## config.mk

```make
export PLATFORM = sky130hd
export DESIGN_NAME = wb_bus_arbiter
export DESIGN_NICKNAME = d
export VERILOG_FILES = /design/src/rtl/wb_bus_arbiter.sv
export SDC_FILE = /design/constraint.sdc
export NUM_CORES = 1
export LEC_CHECK = 0
export CORE_AREA = 4 4 123 125
export CTS_CLUSTER_DIAMETER = 150
export DETAILED_ROUTE_END_ITERATION = 7
export DIE_AREA = 0 0 127 129
export PLACE_DENSITY = 0.6
export SLEW_MARGIN = 20
export SYNTH_ARGS = -nofsm -noshare
export SYNTH_HDL_FRONTEND = slang
export SYNTH_SLANG_ARGS = --single-unit
export TNS_END_PERCENT = 50
```

## constraint.sdc

```tcl
create_clock -name clk -period 4.6 [get_ports clk]
set_clock_uncertainty 0.15 [all_clocks]
set_input_delay 0.92 -clock clk [delete_from_list [all_inputs] [get_ports clk]]
set_output_delay 0.92 -clock clk [all_outputs]
set_load 0.03 [all_outputs]
```

## src/rtl/wb_bus_arbiter.sv

```systemverilog
// wb_bus_arbiter
// Two-master to one-slave pipelined Wishbone arbiter. Master 0 is the
// instruction-fetch port, master 1 is the load/store port. Ownership is
// decided in IDLE (one registered decision per bus cycle), the owner is muxed
// combinationally onto the slave, and a per-grant counter tracks requests the
// slave has accepted but not yet acknowledged. Round-robin on ties plus
// preemption at idle-bus points keeps either master from starving the other.

module wb_bus_arbiter #(
  parameter int ADDR_W    = 32,
  parameter int DATA_W    = 32,
  parameter int MAX_OUTST = 4
) (
  input  logic                clk,
  input  logic                rstn,

  // Master 0: instruction fetch
  input  logic                m0_cyc,
  input  logic                m0_stb,
  input  logic                m0_we,
  input  logic [ADDR_W-1:0]   m0_addr,
  input  logic [DATA_W-1:0]   m0_wdata,
  input  logic [DATA_W/8-1:0] m0_sel,
  output logic                m0_ack,
  output logic                m0_stall,
  output logic [DATA_W-1:0]   m0_rdata,

  // Master 1: load/store
  input  logic                m1_cyc,
  input  logic                m1_stb,
  input  logic                m1_we,
  input  logic [ADDR_W-1:0]   m1_addr,
  input  logic [DATA_W-1:0]   m1_wdata,
  input  logic [DATA_W/8-1:0] m1_sel,
  output logic                m1_ack,
  output logic                m1_stall,
  output logic [DATA_W-1:0]   m1_rdata,

  // Shared slave port
  output logic                s_cyc,
  output logic                s_stb,
  output logic                s_we,
  output logic [ADDR_W-1:0]   s_addr,
  output logic [DATA_W-1:0]   s_wdata,
  output logic [DATA_W/8-1:0] s_sel,
  input  logic                s_ack,
  input  logic                s_stall,
  input  logic [DATA_W-1:0]   s_rdata,

  // Current owner, one-hot {m1,m0}; 00 while idle
  output logic [1:0]          grant
);

  localparam int CNT_W = $clog2(MAX_OUTST) + 1;
  localparam logic [CNT_W-1:0] MAX_CNT = CNT_W'(MAX_OUTST);

  typedef enum logic [1:0] {
    IDLE = 2'd0,
    GNT0 = 2'd1,
    GNT1 = 2'd2
  } state_e;

  state_e           state_q, state_d;
  logic             last_grant_q, last_grant_d;   // 0 = m0 owned last, 1 = m1
  logic [CNT_W-1:0] outst_q, outst_d;

  logic             owned;       // some master holds the bus this cycle
  logic             own_cyc;
  logic             own_stb;
  logic             oth_cyc;
  logic             outst_full;
  logic             stb_gated;   // owner strobe after the outstanding limit
  logic             accept;      // slave takes a request this cycle
  logic             ack_cnt;     // ack that retires a tracked request
  logic [CNT_W-1:0] outst_nxt;   // counter after this cycle's traffic

  // Owner/other views of the masters; in IDLE these are don't-care.
  assign owned      = (state_q != IDLE);
  assign own_cyc    = (state_q == GNT1) ? m1_cyc : m0_cyc;
  assign own_stb    = (state_q == GNT1) ? m1_stb : m0_stb;
  assign oth_cyc    = (state_q == GNT1) ? m0_cyc : m1_cyc;
  assign outst_full = (outst_q == MAX_CNT);
  assign stb_gated  = owned && own_stb && !outst_full;
  assign accept     = stb_gated && !s_stall;
  // An ack with nothing outstanding is a slave protocol error; it must not
  // wrap the counter below zero.
  assign ack_cnt    = owned && s_ack && (outst_q != '0);

  // Read data is broadcast; each master qualifies it with its own ack.
  assign m0_rdata = s_rdata;
  assign m1_rdata = s_rdata;

  assign grant = {state_q == GNT1, state_q == GNT0};

  // Counter value at the end of this cycle, before any release clears it.
  always_comb begin
    outst_nxt = outst_q;
    if (accept && !ack_cnt) begin
      outst_nxt = outst_q + CNT_W'(1);
    end else if (!accept && ack_cnt) begin
      outst_nxt = outst_q - CNT_W'(1);
    end
  end

  // State, round-robin history and outstanding counter registers.
  // NOTE: sequential state uses non-blocking assignments so every register
  // samples pre-edge values regardless of statement order.
  always_ff @(posedge clk or negedge rstn) begin
    if (!rstn) begin
      state_q      <= IDLE;
      last_grant_q <= 1'b1;
      outst_q      <= '0;
    end else begin
      state_q      <= state_d;
      last_grant_q <= last_grant_d;
      outst_q      <= outst_d;
    end
  end

  // Next-state: grant decision in IDLE, cancel/preempt release while owned.
  // NOTE: every variable gets a default at the top of the block so no path
  // leaves it unassigned, which would otherwise infer a latch.
  always_comb begin
    state_d      = state_q;
    last_grant_d = last_grant_q;
    outst_d      = outst_q;

    case (state_q)
      IDLE: begin
        outst_d = '0;
        // On a tie m0 wins only if m1 was the last owner.
        if (m0_cyc && (!m1_cyc || last_grant_q)) begin
          state_d      = GNT0;
          last_grant_d = 1'b0;
        end else if (m1_cyc) begin
          state_d      = GNT1;
          last_grant_d = 1'b1;
        end
      end

      GNT0, GNT1: begin
        outst_d = outst_nxt;
        if (!own_cyc) begin
          // Cancel: the owner abandoned the cycle; in-flight acks are orphaned.
          state_d = IDLE;
          outst_d = '0;
        end else if (!own_stb && oth_cyc && (outst_nxt == '0)) begin
          // Preempt: owner is idling with nothing in flight and the other
          // master is waiting.
          state_d = IDLE;
        end
      end

      default: begin
        state_d = IDLE;
        outst_d = '0;
      end
    endcase
  end

  // Outputs: combinational mux of the owner onto the slave; non-owners stall.
  always_comb begin
    s_cyc    = 1'b0;
    s_stb    = 1'b0;
    s_we     = 1'b0;
    s_addr   = '0;
    s_wdata  = '0;
    s_sel    = '0;
    m0_ack   = 1'b0;
    m1_ack   = 1'b0;
    m0_stall = 1'b1;
    m1_stall = 1'b1;

    case (state_q)
      GNT0: begin
        s_cyc    = m0_cyc;
        s_stb    = stb_gated;
        s_we     = m0_we;
        s_addr   = m0_addr;
        s_wdata  = m0_wdata;
        s_sel    = m0_sel;
        m0_stall = s_stall || outst_full;
        m0_ack   = s_ack;
      end

      GNT1: begin
        s_cyc    = m1_cyc;
        s_stb    = stb_gated;
        s_we     = m1_we;
        s_addr   = m1_addr;
        s_wdata  = m1_wdata;
        s_sel    = m1_sel;
        m1_stall = s_stall || outst_full;
        m1_ack   = s_ack;
      end

      default: ;
    endcase
  end

endmodule
```

==> results.cfg <==
[route]
drt_first_pass_iters = 4
wire_per_inst_um = 17.1
drtAntennaViolNets = 0
drtIter0Drc = 67
vias = 2604
viasPerCell = 4.24
drcViolationCount = 0
finalWirelength_um = 10500

[setup_path]
reg2reg_slack_ns = 1.86
required_ns = 3.53
cp_max_fo = 40
crit_type = flop to output port
cp.arrival_ns = 2.77
startpoint_type = flop
crit_start = state_q[1]
ff2ff_path_depth = 8
r2r-start = state_q[0]
critPathCapture = s_addr[4]
critPathCaptureType = output port
worstReg2RegEnd = state_q[1]

[grt]
grt_first_pass_wirelength_um = 15100
grt_remaining_overflow = 0
antenna_found_initial = 1
grt_max_degree = 45
grt_pass1_vias = 2736
track_usage_pct = 11.4

[yosys]
syn_area_per_cell_um2 = 7.29
ys_warn_count = 0
synth_compound_area_share_pct = 32.1
synth.area.top_cells = a22oi_1 24%, buf_4 23%, nor2b_1 20%
async_flop_share_pct = 100
synthMuxAreaShare_pct = 1.36
netlist_area_mm2 = 0.00212
synth-xor-area-share_pct = 0.826
synth-edff-count = 0
yosysTopAreaCell = a22oi_1
netlist.area_leader.share_pct = 24.4
ys_types = 40
synth_seq_cells = 6
synth-seq-area-share_pct = 7.14
synth_adder_area_share_pct = 3.54
synth-simple-area-share_pct = 26.0
synthFlopType = dfrtp_1
syn_inst = 291
synth_top_family_by_area = compound AO/OA/AOI/OAI gates
syn_nets = 475

[cts]
post_cts_resized = 0
root_buffer = clkbuf_16
hold_buffers = 0
insertion_delay_ns = 0.23
clockBufferDepth = 2
numCtsBuffers = 3
clk_pin_slew_worst_paths_ns = 0.03
cts.sinks = 6
cts_tree = done
post-cts-setup-buffer-count = 0
htreeDepth = 1

[place]
place_congestion = 0.854
hpwl_um = 8520
portBuffers = 222

[timing]
worstMarginPinSlew_ns = 0.699
finalHoldViolCount = 0
maxSlewHeadroom_pct = 53.4
holdWs_ns = 0.407
slew_viol_final = 0
fmax_mhz = 260
setup_viol = 0
tns_ns = 0
rsz0062_at_grt = no
finalCritPeriodShare_pct = 83.5
finalCriticalPeriod_ns = 3.84

[pwr]
p_per_area_mw_per_mm2 = 484
irDropWorstVdd_uv = 264
leakagePower_nw = 1.36

[die]
die_h_um = 129
start_util_pct = 15.3
core_area_mm2 = 0.0139
die_area_mm2 = 0.0164
die_w_um = 127
io_pins = 319
row_count = 43

[cells_and_area]
mostFrequentLayoutCell = clkdlybuf4s50_1
fin_nets = 618
final_layout_size_suffix_gt1_share_pct = 4.85
final_cell_mix = 222 x clkdlybuf4s50_1, 69 x a22oi_1, 69 x nor2b_1
syn_to_final_growth_pct = 95.3

[min_path]
hp-class = flop to flop

[status]
outcome = finished, final reports clean

[flow_run]
maxCapViolCount = 0
==> registers in the layout, summed over array words and instances, names as in the netlist <==
| name | count |
|---|---|
| outst_q | 3 |
| last_grant_q | 1 |
| state_q | 2 |
==> metrics by stage <==
| stage | util (%) | worst slack, ns | area [µm²] | total power, W | cells |
|---|---|---|---|---|---|
| floorplan | - | 1.38 | 2120 | 0.00127 | 291 |
| global placement | 29.3 | 0.926 | 4060 | 0.00186 | 609 |
| detailed placement | 29.3 | 0.898 | 4060 | 0.00188 | 609 |
| CTS | 29.8 | 0.651 | 4140 | 0.00204 | 613 |
| global route | 29.8 | 0.560 | 4140 | 0.00213 | 614 |
| finish | 29.8 | 0.757 | 4140 | 0.00200 | 614 |
==> cell usage after synthesis (2+ instances only) <==
cell type	n
clkbuf_1	15
buf_4	64
dfrtp_1	5
a22oi_1	69
inv_2	2
and2_1	2
nand3_1	2
inv_1	7
ha_1	6
nor2b_1	69
a21oi_1	2
buf_1	7
nor3_1	2
xnor2_1	2
a211oi_1	2
nand2_1	11
==> final cells by class <==
type,instances,area (µm²)
tap,180,225
timing repair buffer,226,2290
sequential,6,151
fill,1468,9740
inverter,9,33.8
multi-input combinational,188,1360
clock buffer,4,78.8
antenna,1,2.50
==> power by group <==
| group | leakage (nW) | switching (W) | internal (W) |
|---|---|---|---|
| clock | 0.0382 | 0.0000334 | 0.000115 |
| combinational | 1.24 | 0.000980 | 0.000794 |
| sequential | 0.0781 | 0.0000118 | 0.0000701 |
| total | 1.36 | 0.00102 | 0.000980 |
==> worst max-delay path, cell delays in order (launching register included) <==
cell             delay [ns]
dfrtp_1                0.40
inv_1                  0.09
ha_2                   0.73
buf_4                  0.40
nor2b_1                0.22
clkdlybuf4s50_1        0.70
==> cell families after synthesis <==
logic type,count (synthesis)
compound gates,85
fa+ha+maj,6
xor+xnor,2
mux,2
buf+inv,97
flops,6
simple gates,93
==> routing by layer <==
layer | GRT usage, % | vias to the layer above | wire, µm
li1 | - | 1248 | -
met1 | 13.3 | 1203 | 4100
met2 | 21.1 | 127 | 5510
met3 | 2.20 | 26 | 715
met4 | 3.79 | 0 | 193
met5 | 0 | - | 0
==> how the worst min path moves through the flow <==
stage	from	end	slack [ns]	cells after the start
4_1_cts	last_grant_q	last_grant_q	0.42	2
5_1_grt	last_grant_q	last_grant_q	0.46	2
6_report	last_grant_q	last_grant_q	0.41	2
2_1_floorplan	last_grant_q	last_grant_q	0.35	2
3_3_place_gp	last_grant_q	last_grant_q	0.36	2
3_5_place_dp	last_grant_q	last_grant_q	0.41	2
Power figures use the tool's default switching activity.
